<file path="config.mk">
export PLATFORM = sky130hd
export DESIGN_NAME = fft_out_reorder
export DESIGN_NICKNAME = d
export VERILOG_FILES = /design/src/rtl/fft_out_reorder.sv
export SDC_FILE = /design/constraint.sdc
export NUM_CORES = 1
export LEC_CHECK = 0
export CORE_ASPECT_RATIO = 0.7
export CORE_UTILIZATION = 50
export DETAILED_ROUTE_END_ITERATION = 7
export PLACE_DENSITY = 0.69
export SYNTH_ARGS = -nofsm -noshare
export SYNTH_HDL_FRONTEND = slang
export SYNTH_SLANG_ARGS = --single-unit
</file>
<file path="constraint.sdc">
create_clock -name iCLK -period 4.65 [get_ports iCLK]
set_input_delay 0.93 -clock iCLK [delete_from_list [all_inputs] [get_ports iCLK]]
set_output_delay 0.93 -clock iCLK [all_outputs]
set_load 0.005 [all_outputs]
</file>
<file path="src/rtl/fft_out_reorder.sv">
// rtl/fft_out_reorder.sv - ping-pong reorder buffer turning FFT output into a natural-order stream
//
// Captures one N-point frame per bank (bit-reversed write address when BITREV=1)
// and replays full banks in natural order over a valid/ready interface.
//
// Ports:
//   iCLK, iRST          clock (rising edge), asynchronous active-high reset
//   iCLR                synchronous clear, same effect as reset, highest priority
//   iEN, iDATA_re/_im   input sample stream from the FFT
//   iREADY              downstream ready
//   oEN, oDATA_re/_im   output sample valid and data
//   oIDX, oSOF, oEOF    natural-order bin index, first / last bin markers
//   oOVF                sticky dropped-frame flag
//   oFRAME_CNT          frames fully delivered, wraps
module fft_out_reorder #(
  parameter int WL     = 16,
  parameter int LOG2N  = 4,
  parameter int BITREV = 1,
  parameter int FCW    = 8
) (
  input  logic             iCLK,
  input  logic             iRST,
  input  logic             iCLR,
  input  logic             iEN,
  input  logic [WL-1:0]    iDATA_re,
  input  logic [WL-1:0]    iDATA_im,
  input  logic             iREADY,
  output logic             oEN,
  output logic [WL-1:0]    oDATA_re,
  output logic [WL-1:0]    oDATA_im,
  output logic [LOG2N-1:0] oIDX,
  output logic             oSOF,
  output logic             oEOF,
  output logic             oOVF,
  output logic [FCW-1:0]   oFRAME_CNT
);
  localparam int N = 1 << LOG2N;
  localparam logic [LOG2N-1:0] LAST_IDX = {LOG2N{1'b1}};

  typedef enum logic [1:0] {W_IDLE = 2'd0, W_FILL = 2'd1, W_DROP = 2'd2} wState_t;
  typedef enum logic {R_IDLE = 1'b0, R_SEND = 1'b1} rState_t;

  logic [2*WL-1:0] mem [2*N];

  wState_t          wState, wNext;
  rState_t          rState, rNext;
  logic [LOG2N-1:0] wCnt, wAddr, rCnt, loadIdx;
  logic             wBank, rBank, otherBank, loadBank;
  logic [1:0]       full;
  logic             memWe, setFull, ovfSet;
  logic             handshake, bankRelease, bankFree, load;

  assign oEN         = (rState == R_SEND);
  assign oIDX        = rCnt;
  assign oSOF        = oEN && (rCnt == '0);
  assign oEOF        = oEN && (rCnt == LAST_IDX);
  assign otherBank   = ~rBank;
  assign handshake   = oEN & iREADY;
  assign bankRelease = handshake & oEOF;
  // A bank being released on this edge counts as free for a frame starting on it.
  assign bankFree    = !full[wBank] || (bankRelease && (rBank == wBank));

  always_comb begin
    wAddr = wCnt;
    if (BITREV != 0) begin
      for (int i = 0; i < LOG2N; i++) wAddr[i] = wCnt[LOG2N-1-i];
    end
  end

  // ---------------- write side ----------------
  always_ff @(posedge iCLK or posedge iRST) begin
    if (iRST)      wState <= W_IDLE;
    else if (iCLR) wState <= W_IDLE;
    else           wState <= wNext;
  end

  always_comb begin
    wNext = wState;
    case (wState)
      W_IDLE:  if (iEN) wNext = bankFree ? W_FILL : W_DROP;
      W_FILL:  if (iEN && (wCnt == LAST_IDX)) wNext = W_IDLE;
      W_DROP:  if (iEN && (wCnt == LAST_IDX)) wNext = W_IDLE;
      default: wNext = W_IDLE;
    endcase
  end

  always_comb begin
    memWe   = 1'b0;
    setFull = 1'b0;
    ovfSet  = 1'b0;
    case (wState)
      W_IDLE: if (iEN) begin
        memWe  = bankFree;
        ovfSet = !bankFree;
      end
      W_FILL: if (iEN) begin
        memWe   = 1'b1;
        setFull = (wCnt == LAST_IDX);
      end
      default: ;
    endcase
  end

  always_ff @(posedge iCLK or posedge iRST) begin
    if (iRST) begin
      wCnt  <= '0;
      wBank <= 1'b0;
      full  <= '0;
      oOVF  <= 1'b0;
    end else if (iCLR) begin
      wCnt  <= '0;
      wBank <= 1'b0;
      full  <= '0;
      oOVF  <= 1'b0;
    end else begin
      // wCnt wraps to 0 exactly at frame end, so W_IDLE always sees 0.
      if (iEN)         wCnt <= wCnt + 1'b1;
      if (setFull)     wBank <= ~wBank;
      if (ovfSet)      oOVF <= 1'b1;
      if (bankRelease) full[rBank] <= 1'b0;
      if (setFull)     full[wBank] <= 1'b1;
    end
  end

  always_ff @(posedge iCLK) begin
    if (memWe && !iCLR && !iRST) mem[{wBank, wAddr}] <= {iDATA_re, iDATA_im};
  end

  // ---------------- read side ----------------
  always_ff @(posedge iCLK or posedge iRST) begin
    if (iRST)      rState <= R_IDLE;
    else if (iCLR) rState <= R_IDLE;
    else           rState <= rNext;
  end

  always_comb begin
    rNext = rState;
    case (rState)
      R_IDLE:  if (full[rBank]) rNext = R_SEND;
      R_SEND:  if (bankRelease && !full[otherBank]) rNext = R_IDLE;
      default: rNext = R_IDLE;
    endcase
  end

  // The output register only advances when empty or on a handshake, which
  // keeps data and markers frozen under backpressure.
  always_comb begin
    load     = 1'b0;
    loadBank = rBank;
    loadIdx  = '0;
    case (rState)
      R_IDLE: load = full[rBank];
      R_SEND: if (handshake) begin
        if (!oEOF) begin
          load    = 1'b1;
          loadIdx = rCnt + 1'b1;
        end else if (full[otherBank]) begin
          load     = 1'b1;
          loadBank = otherBank;
        end
      end
      default: ;
    endcase
  end

  always_ff @(posedge iCLK or posedge iRST) begin
    if (iRST) begin
      rBank      <= 1'b0;
      rCnt       <= '0;
      oDATA_re   <= '0;
      oDATA_im   <= '0;
      oFRAME_CNT <= '0;
    end else if (iCLR) begin
      rBank      <= 1'b0;
      rCnt       <= '0;
      oDATA_re   <= '0;
      oDATA_im   <= '0;
      oFRAME_CNT <= '0;
    end else begin
      if (bankRelease) begin
        rBank      <= otherBank;
        rCnt       <= '0;
        oFRAME_CNT <= oFRAME_CNT + 1'b1;
      end
      if (load) begin
        {oDATA_re, oDATA_im} <= mem[{loadBank, loadIdx}];
        rCnt                 <= loadIdx;
      end
    end
  end

endmodule
</file>
Word level (Yosys, flattened, before mapping)
Memory sizes are Yosys's and may differ from the RTL's.
Index checks and enable logic that the tools add are counted.
- output and inout bits: 48
- flip-flop bits (word level): 56
- memories kept: 1
- input bits: 37
- word-level logic and storage cells: 120
- memory bits (writable): 1024
- memories (name ; words ; width ; read ports ; clocked after memory_dff ; write ports ; line ; text):
    mem ; 32 ; 32 ; 1 ; 0 ; 1 ; 43 ; logic [2*WL-1:0] mem [2*N];
- order comparisons: 5
- muxes and demuxes: 60
- bitwise logic cells: 8
- reduce and logical (&&, ||, !) cells: 25
- $add $sub $neg: 3
- equality and inequality tests: 7
- operators by type and width (kind ; count):
    16-bit two-way mux ; 4
    1-bit two-way mux ; 32
    4-bit two-way mux ; 8
    2-bit two-way mux ; 8
    8-bit two-way mux ; 2
    2-bit nonzero test ; 5
    1-bit logical AND ; 9
    4-bit by 1-bit adder with 4-bit output (second input constant) ; 2
    8-bit by 1-bit adder with 8-bit output (second input constant) ; 1
    4-bit equality test (second input constant) ; 2
    1-bit by 2-bit < comparator with 1-bit output (second input constant) ; 3
    1-bit case mux with 2 select lines ; 3
    1-bit logical NOT ; 5
    4-bit logical NOT ; 1
    2-bit case mux with 2 select lines ; 1
    3-bit by 1-bit != test with 1-bit output (second input constant) ; 1
    3-bit != test (second input constant) ; 1
    1-bit inverter ; 3
    3-bit nonzero test ; 1
    1-bit bitwise AND ; 2
    2-bit bitwise AND ; 1
    1-bit demux with 1-bit select ; 2
    2-bit by 1-bit equality test with 1-bit output (second input constant) ; 1
    2-bit equality test (second input constant) ; 1
    other kinds (8) ; 9

Depth between registers and ports, before layout
- depth after elaboration: 11
- depth in mapped cells: 15

Least setup slack after synthesis
OpenSTA, ideal clock, no wires.
- path type: in2reg
- from: input port iREADY
- to: memory mem[16][0] (netlist name) (enable)
- setup slack: 0.013 ns
- stages: 6
- path buffers: 1
- library setup time: 0.461 ns
- required time: 4.189 ns
- arrival time: 4.176 ns
- path through: nand2_1 -> o31ai_1 -> mux2_2 -> a21oi_2 -> clkbuf_1 -> nor3_1
- word-level cells in the longest chain between the ends: 10
- RTL lines (what ; line ; text):
    start, declared ; 27 ; input logic iREADY,
    1-bit bitwise AND ; 58 ; assign handshake = oEN & iREADY;
    1-bit bitwise AND ; 59 ; assign bankRelease = handshake & oEOF;
    1-bit logical AND ; 61 ; assign bankFree = !full[wBank] || (bankRelease && (rBank == wBank));
    1-bit logical OR ; 61 ;
    1-bit two-way mux ; 92 ; W_IDLE: if (iEN) begin
    1-bit case mux with 2 select lines ; 91 ; case (wState)
    1-bit logical AND (2 in a row) ; 126 ; if (memWe && !iCLR && !iRST) mem[{wBank, wAddr}] <= {iDATA_re, iDATA_im};
    1-bit two-way mux ; 126 ;
    1-bit two-way mux (implied by the code) ; 126 ;
    end, declared ; 43 ;
Every way passes these cells.

Worst setup path after layout
- from: register rCnt[0], in the netlist oIDX[0]
- to: output port oIDX[0]
- RTL lines (what ; line ; text):
    start, declared ; 47 ; logic [LOG2N-1:0] wCnt, wAddr, rCnt, loadIdx;
    start signal, assigned ; 187 ; rCnt <= loadIdx;
    end, declared ; 31 ; output logic [LOG2N-1:0] oIDX,
No word-level cell between the ends.

==> summary.txt <==
commonest non-fill, non-tap cell in the layout = edfxtp_1
crit path time final = 4.43 ns
Placed Cells incl. Taps = 3,943
RSZ-0062 raised after global routing = false
worst r2r path cells = 8
hold_ws = 0.520 ns
Tcrit/Tclk final = 0.952
I/O pins = 85
via/cell ratio = 6.64
power share of the combinational group = 0.015
WP data arrival = 3.50 ns
CP required = 3.72 ns
fin nets = 2,933
Slew headroom = 0.0636
Inserted Clock Buffers = 95
Int Power = 15,300 uW
first-pass GRT wire length = 178,000 um
CORE AREA = 0.0863 sq mm
# port buffers = 84
Lkg Pwr = 0.0153 uW
drt pass-1 iters = 6
EDFF count, synth = 1,024
DRC = 0
Yosys Warn Count = 0
switching pwr = 3720 uW
Die Width = 355 um
Resize count post-CTS = 0
fmax = 226 MHz
sequential share of the synthesized area = 0.738
crit start category = flip-flop
Util after Layout = 0.573
Clock Latency Late Sink = 0.67 ns
syn nets = 2,895
Vert. Die Dim = 249 um
H-tree levels = 3
Top FF cell, synth = edfxtp_1
hpwl dp = 65,600 um
kind of critical path = reg -> out
Post-Synthesis Cell Area = 0.0436 sq mm
Yosys top cell by area = edfxtp_1
worst slew pin tran = 1.40 ns
antenna-violating nets left = 0
Hold WC Path Type = reg -> reg
vias = 27,400
CTS Root Cell = clkbuf_16
clock transition at the registers of the reported paths = 0.07 ns
register share of total power = 0.561
Hold Crit Depth = 1
top area cells in the synthesized netlist = edfxtp_1, mux2_2, dfrtp_1
initial core utilization = 0.505
clk_skew = 0.0256 ns
WL/cell = 29.6 um
grt ovf = 0
GRT Util Overall = 0.274
Row Count = 90
Post-DP Area = 0.0463 sq mm
gpl congestion = 0.857
TritonCTS clock tree = built
final slew viol count = 0
CTS max path bufs = 3
Cell Pwr Density = 385 mW/mm^2
Syn-to-layout area delta = 13.5%
CP max FO = 68
Final TNS setup = 0 ns
total wire length = 122,000 um
outcome = finished, final reports clean
# setup viols final = 0
post-route cell area = 0.0495 sq mm
switching part of the total = 0.195
most frequent cells in the layout = edfxtp_1, o22ai_1, o21ai_0, nor2_1, a21oi_1
share of layout cells above drive strength 1 = 0.138
Hold Violations, Final = 0
CTS sink count = 1,080
max_cap viols = 0
CP endpoint kind = primary output
post-synthesis async set-or-reset flop share = 0.0519
DRT iter0 DRCs = 3,687
initial antenna violation count = 9
Synth Area per Inst = 15.3 sq um
Finished Layout Cells = 4,122
# hold bufs at CTS = 0
largest net degree at the start of global routing = 127
Yosys top cell area share = 0.706
maximum VDD drop = 0.000272 V
Yosys cell types = 56
Die ar. = 0.0884 sq mm
cells after synthesis = 2,852
Clock Power Share = 0.423
post-synthesis register bit count = 1,080
via count of the first global-routing pass = 27,000
Setup Buffers After CTS = 0
## logic make-up (layout without fill, tap and decap cells)
family,Yosys count,in the layout,share of synthesized area
AO/OA/AOI/OAI,822,822,0.123
XOR/XNOR,13,13,0.00261
adder cells (fa/ha/maj),6,6,0.00172
buffers and inverters,299,418,0.0282
flip-flops,1080,1080,0.738
multiplexers,262,262,0.0639
other,0,1,0
AND/OR/NAND/NOR,370,370,0.0425
## worst max-delay path: stages, from the launching register on
cell	delay, ns
dfrtp_4	0.64
buf_4	0.87
buf_4	0.64
clkdlybuf4s50_1	0.61
## metal layers
metal	up-vias	share of wire	global-route usage	wire length [um]
met2	1839	0.43	0.395	52800
met3	269	0.12	0.0678	14500
met1	13800	0.41	0.404	50200
met4	8	0.037	0.103	4470
met5	-	0.00036	0	44
li1	11500	-	-	-
## worst paths after layout
| kind | startpoint | end | slack [ns] |
|---|---|---|---|
| setup / recovery | oIDX[0]$_DFFE_PP0P_ | oIDX[0] | 0.22 |
| hold / removal | wState[1]$_DFFE_PP0P_ | wState[1]$_DFFE_PP0P_ | 0.52 |
| setup reg to reg | oIDX[0]$_DFFE_PP0P_ | oDATA_re[1]$_DFFE_PP0P_ | 0.69 |
| hold reg to reg | wState[1]$_DFFE_PP0P_ | wState[1]$_DFFE_PP0P_ | 0.52 |
| max in group asynchronous | iRST | oIDX[2]$_DFFE_PP0P_ | 2.92 |
| min in group asynchronous | iRST | oDATA_im[8]$_DFFE_PP0P_ | 0.87 |
## power groups by stage
stage / clock network, uW / registers (uW) / logic, uW
floorplan: 0 / 10900 / 73.2
global placement: 0 / 10900 / 278
detailed placement: 0 / 10900 / 293
CTS: 8120 / 10700 / 294
global route: 8500 / 10700 / 317
finish: 8060 / 10700 / 294
## per-stage QoR
step	worst slack [ns]	power (uW)
finish	0.222	19000
global route	0.162	19500
CTS	0.235	19100
detailed placement	0.632	11200
global placement	0.677	11200
floorplan	0.0126	11000
## synthesized netlist by cell type (all sizes together) (2+ instances only)
cell and count:
nand3 11, nand2 17, nor2 166, nor2b 69, a31oi 5, o31ai 2, a21oi 136, buf 57
nand2b 4, nand3b 2, o211ai 65, o21ai 190, nor3 19, a22o 2, clkbuf 170, ha 6
o22ai 220, a221o 33, o22a 31, mux2 129, xnor2 4, nor4 63, nand4 3, and3 2
edfxtp 1024, inv 72, mux2i 133, or3 2, a221oi 126, xor2 9, a22oi 3, and2 4
and4 2, dfrtp 56
## layout make-up
class / count / area, sq um
fill: 6557 / 36800
sequential: 1080 / 32200
multi-input combinational: 1473 / 10500
clock buffer: 142 / 2700
timing repair buffer: 168 / 1950
tap: 1150 / 1440
clock inverter: 36 / 459
inverter: 72 / 270
antenna: 1 / 2.50
## state kept, by name (all words and copies together), names as in the netlist
signal and count:
mem 1024, oDATA_im 16, oDATA_re 16, oFRAME_CNT 8
oIDX 4, wCnt 4, full 2, wState 2
oEN 1, oOVF 1, rBank 1, wBank 1
(Power assumes the default switching activity.)
